**config.mk**
```make
export PLATFORM = sky130hd
export DESIGN_NAME = seven_seg_decoder
export DESIGN_NICKNAME = d
export VERILOG_FILES = /design/src/rtl/seven_seg_decoder.sv
export SDC_FILE = /design/constraint.sdc
export NUM_CORES = 1
export LEC_CHECK = 0
export CAP_MARGIN = 15
export CORE_UTILIZATION = 38
export CTS_CLUSTER_DIAMETER = 100
export DETAILED_ROUTE_END_ITERATION = 12
export GPL_TIMING_DRIVEN = 0
export PLACE_DENSITY_LB_ADDON = 0.12
export SKIP_LAST_GASP = 1
export SLEW_MARGIN = 20
export SYNTH_ARGS = -nofsm -noshare
export SYNTH_HDL_FRONTEND = slang
export SYNTH_SLANG_ARGS = --single-unit
```
**constraint.sdc**
```tcl
create_clock -name clk -period 6.7 [get_ports clk]
set_input_delay 1.005 -clock clk [delete_from_list [all_inputs] [get_ports clk]]
set_output_delay 1.005 -clock clk [all_outputs]
set_load 0.02 [all_outputs]
```
**src/rtl/seven_seg_decoder.sv**
```systemverilog
// Passive read-back decoder for the scanned seven-segment bus: de-glitches each
// scan slot, maps lit glyphs back to nibbles and publishes complete 16-bit frames.
module seven_seg_decoder #(
   parameter int STABLE_CYCLES = 4
) (
   input  logic        clk,
   input  logic        rst,
   input  logic [3:0]  anode_L,
   input  logic [6:0]  seg_L,
   output logic [15:0] value,
   output logic        frame_valid,
   output logic        err
);
   localparam int         NUM_DIGITS = 4;
   localparam logic [7:0] CNT_MAX    = 8'(STABLE_CYCLES);

   typedef struct packed {
      logic [3:0] anode_L;
      logic [6:0] seg_L;
   } sample_t;

   typedef struct packed {
      logic       ok;
      logic [3:0] nib;
   } glyph_t;

   sample_t                          s, s_in;
   logic [7:0]                       cnt;
   logic                             accept;
   logic [NUM_DIGITS-1:0]            sel;
   logic                             blank, one_hot;
   logic [1:0]                       sel_idx;
   glyph_t                           glyph;
   logic                             capture, bad, frame_done;
   logic [NUM_DIGITS-1:0]            seen, seen_nxt;
   logic [NUM_DIGITS-1:0][3:0]       digits, digits_nxt;

   assign s_in = {anode_L, seg_L};

   // Fires once per stable window: only on the cnt step into saturation.
   assign accept = (s_in == s) && (cnt == CNT_MAX - 8'd1);

   assign sel     = ~s.anode_L;
   assign blank   = (sel == '0);
   assign one_hot = !blank && ((sel & (sel - NUM_DIGITS'(1))) == '0);

   always_comb begin
      sel_idx = '0;
      for (int i = 0; i < NUM_DIGITS; i++)
         if (sel[i]) sel_idx = 2'(i);
   end

   // Glyph table is kept active-high g..a; the bus is active low.
   always_comb begin
      glyph = '{ok: 1'b1, nib: 4'h0};
      case (~s.seg_L)
         7'h3F: glyph.nib = 4'h0;
         7'h06: glyph.nib = 4'h1;
         7'h5B: glyph.nib = 4'h2;
         7'h4F: glyph.nib = 4'h3;
         7'h66: glyph.nib = 4'h4;
         7'h6D: glyph.nib = 4'h5;
         7'h7D: glyph.nib = 4'h6;
         7'h07: glyph.nib = 4'h7;
         7'h7F: glyph.nib = 4'h8;
         7'h6F: glyph.nib = 4'h9;
         7'h77: glyph.nib = 4'hA;
         7'h7C: glyph.nib = 4'hB;
         7'h39: glyph.nib = 4'hC;
         7'h5E: glyph.nib = 4'hD;
         7'h79: glyph.nib = 4'hE;
         7'h71: glyph.nib = 4'hF;
         default: glyph.ok = 1'b0;
      endcase
   end

   assign capture = accept && one_hot && glyph.ok;
   assign bad     = accept && !blank && !capture;

   always_comb begin
      digits_nxt = digits;
      seen_nxt   = seen;
      if (capture) begin
         digits_nxt[sel_idx] = glyph.nib;
         seen_nxt            = seen | sel;
      end
   end

   assign frame_done = capture && (seen_nxt == '1);

   always_ff @(posedge clk or posedge rst) begin
      if (rst) begin
         s           <= '{anode_L: 4'hF, seg_L: 7'h7F};
         cnt         <= '0;
         seen        <= '0;
         digits      <= '0;
         value       <= '0;
         frame_valid <= 1'b0;
         err         <= 1'b0;
      end else begin
         if (s_in != s) begin
            s   <= s_in;
            cnt <= '0;
         end else if (cnt != CNT_MAX) begin
            cnt <= cnt + 8'd1;
         end
         digits      <= digits_nxt;
         seen        <= frame_done ? '0 : seen_nxt;
         if (frame_done) value <= digits_nxt;
         frame_valid <= frame_done;
         err         <= bad;
      end
   end
endmodule

```
==> results.py <==
metrics = {
    "routing": {
        "wl_per_cell_um": 15.0,
        "vias": 2288,
        "first_pass_iters": 4,
        "drtIter0Drc": 120,
        "drc": 0,
        "drt-total-wl_mm": 6.61,
        "antenna_left": 0,
        "via_per_inst": 5.20,
    },
    "setup_path": {
        "setup.worst_path.start": "seg_L[5]",
        "r2r_slack_ns": 3.69,
        "reg2regPathDepth": 7,
        "cp_max_fo": 4,
        "crit_path_end_kind": "register",
        "start_kind": "input port",
        "slowest_delay_ns": 0.77,
        "critical_path_class": "input port to register",
        "path_cells": "clkdlybuf4s50_1 -> xor2_1 -> nor4_1 -> nand4_1 -> a311oi_1 -> o221ai_1 -> nand2_1",
        "setup.worst_path.end": "value[10]",
        "crit_slowest_cell": "a311oi_1",
        "rr_endpoint": "value[10]",
        "cp_data_required_time_ns": 6.97,
        "crit_arrival_ns": 3.74,
        "reg2reg_from": "s[1]",
    },
    "cts": {
        "clk_pin_slew_ns": 0.07,
        "cts.sink_count": 57,
        "postCtsSetupBuffers": 0,
        "clockRootBuffer": "clkbuf_8",
        "clockBufferDepth": 2,
        "hold_buffers": 0,
        "worstSkewPairLatency_ns": 0.34,
        "numCtsBuffers": 9,
        "cts-resized-gates": 0,
        "h-tree-depth": 3,
        "cts_tree": "built",
    },
    "synth": {
        "syn_avg_cell_area_um2": 10.3,
        "syn_nets": 306,
        "yosysSeqAreaShare_pct": 47.9,
        "yosys_warnings": 0,
        "async_flop_share_pct": 100,
        "ys_seq_elements": 57,
        "synth_area_mm2": 0.00300,
        "syn-instance-count": 291,
        "synth_top_flop_cell": "dfrtp_1",
        "synth_edf_count": 0,
        "synth_cell_type_count": 59,
    },
    "global_routing": {
        "grt_use_total_pct": 17.4,
        "overflow": 0,
        "grt_pass1_wl_mm": 11.1,
        "grt_pass1_vias": 2181,
        "grt_max_degree": 41,
        "antenna_found_initial": 0,
    },
    "die": {
        "io_pins": 31,
        "start_util_pct": 39.1,
        "rows": 32,
        "die_h_um": 90.9,
        "die_w_um": 90.9,
        "core_area_mm2": 0.00769,
        "die_area_mm2": 0.00827,
    },
    "cells_and_area": {
        "multi_input_area_mm2": 0.00141,
        "nFillCells": 751,
        "final_nets": 348,
        "regArea_mm2": 0.00144,
        "antennaDiodeCount": 0,
        "area_delta_synth_final_pct": 22.9,
        "drive_above_1_share_pct": 20.4,
    },
    "timing": {
        "rsz0062_at_grt": "false",
        "final.min_clock_period_ns": 3.46,
        "slew_viol_final": 0,
        "setup_viol": 0,
        "finalCritPeriodShare_pct": 51.7,
        "finalHoldViolCount": 0,
        "finClkSkew_ns": 0.0130,
        "max_freq_mhz": 289,
        "slew_headroom_pct": 38.5,
        "tightest_slew_ns": 0.908,
        "tns_ns": 0,
    },
    "power": {
        "vdd_ir_drop_max_mv": 0.0920,
        "p_seq_share_pct": 45.4,
        "p_per_area_mw_per_mm2": 211,
        "p_total_mw": 0.777,
        "p_sw_share_pct": 22.7,
        "leakagePower_nw": 1.61,
        "p_int_mw": 0.601,
        "switchingPower_mw": 0.177,
        "combinationalPowerShare_pct": 7.3,
        "clkPwrFrac_pct": 47.3,
    },
    "run_status": {
        "status": "finished clean",
    },
    "run": {
        "drv_cap": 0,
    },
    "place": {
        "hpwlAfterDp_mm": 4.67,
        "port_buffers": 30,
        "routabilityCongestion": 0.798,
    },
    "hold_path": {
        "min_path_type": "register to register",
    },
}
layer usage:
metal	GRT usage (%)	part of all wire, %
met2	26.5	45
met4	6.08	1.5
met5	0	0
met1	23.9	50
met3	4.46	3.7
state kept, by name, indices dropped and copies added (netlist names):
register	cells
cnt	8
digits	16
err	1
frame_valid	1
s	11
seen	4
value	16
worst max-delay path: cells and delay by family:
kind / cells / cell delay (ns)
simple gates: 3 / 1.11
buf+inv: 1 / 0.43
compound gates: 2 / 1.03
xor+xnor: 1 / 0.17
metrics by stage:
step                      area, um^2  util [%]  setup WS, ns  cells  hold WS, ns
after detailed placement        3450      44.9          2.95    424        0.455
final                           3690      48.0          3.24    440        0.464
after global placement          3430      44.6          3.00    423        0.451
after floorplan                 3000         -          3.82    291        0.441
after CTS                       3680      47.9          3.32    440        0.469
after global routing            3690      48.0          3.08    440        0.491
power groups by stage:
stage	clock, mW	combinational (mW)	sequential, mW
global route	0.392	0.0632	0.353
finish	0.368	0.0565	0.353
CTS	0.378	0.0571	0.353
detailed placement	0	0.0569	0.359
floorplan	0	0.0366	0.358
global placement	0	0.0548	0.359
cell type report:
type	count	area share, %
repair buffers	31	8.68
clock inverters	5	2.10
clock buffers	11	4.10
inverters	5	0.576
well taps	102	3.46
plain buffers	30	3.80
multi-input cells	199	38.3
flip-flops and latches	57	39.0
synth_stat cells (3+ instances only):
cell type | n | share of area [%]
a21oi_1 | 5 | 0.83
a311oi_1 | 3 | 0.87
a31oi_1 | 3 | 0.62
and3_1 | 3 | 0.62
and4_1 | 3 | 0.87
buf_2 | 7 | 1.2
buf_4 | 3 | 0.75
clkbuf_1 | 19 | 2.4
dfrtp_1 | 46 | 38
dfstp_2 | 11 | 9.6
inv_1 | 5 | 0.62
mux2_2 | 13 | 4.9
mux2_4 | 4 | 2.0
nand2_1 | 30 | 3.7
nand2b_1 | 6 | 1.2
nand3_1 | 7 | 1.2
nand4_1 | 8 | 1.7
nor2_1 | 24 | 3.0
nor3_1 | 6 | 1.0
nor4_1 | 3 | 0.62
o21a_1 | 3 | 0.75
o21ai_0 | 5 | 0.83
o21ai_1 | 4 | 0.67
o221ai_1 | 8 | 2.3
or3_1 | 4 | 0.83
xnor2_1 | 3 | 0.87
xor2_1 | 16 | 4.7
cells in the final DEF (no fill, tap or decap), types with 2 or more instances in the layout:
cell,count
nand3_1,7
nand2_1,30
a211o_1,2
and4_1,3
clkbuf_8,11
bufinv_16,2
xnor2_1,3
nand4_1,8
dfstp_2,11
or4b_2,2
a31oi_1,3
o21ai_0,5
o21a_1,3
a21boi_0,2
dfrtp_1,46
nor4_1,3
o221ai_1,8
ha_1,2
clkbuf_1,19
nor3_2,2
and2_1,2
o21ai_1,4
mux2_2,13
a21oi_1,5
nor3_1,6
a311oi_1,3
inv_1,4
clkdlybuf4s50_1,30
buf_4,3
nor2_1,24
xor2_1,16
or3_1,4
mux2_4,4
and3_1,3
nand2b_1,6
clkinv_2,2
buf_2,7
cells by family after synthesis:
| group | after synthesis | share of synthesized area, % |
|---|---|---|
| muxes | 17 | 6.87 |
| adders and majority gates | 3 | 1.17 |
| xor gates and xnor gates | 19 | 5.54 |
| buffers and inverters | 35 | 5.29 |
| AOI/OAI and AO/OA | 48 | 13.2 |
| DFF | 57 | 47.9 |
| and+or+nand+nor | 112 | 20.0 |
worst min-delay path by stage:
stage                     slack, ns  cells after the start   endpoint  startpoint
after floorplan                0.44                      1  digits[3]   digits[3]
after global placement         0.45                      2   value[6]    value[6]
after detailed placement       0.45                      2  value[10]   value[10]
after CTS                      0.47                      2  value[14]   value[14]
after global routing           0.49                      1  digits[3]   digits[3]
final                          0.46                      2  value[14]   value[14]
Power figures use the tool's default switching activity.
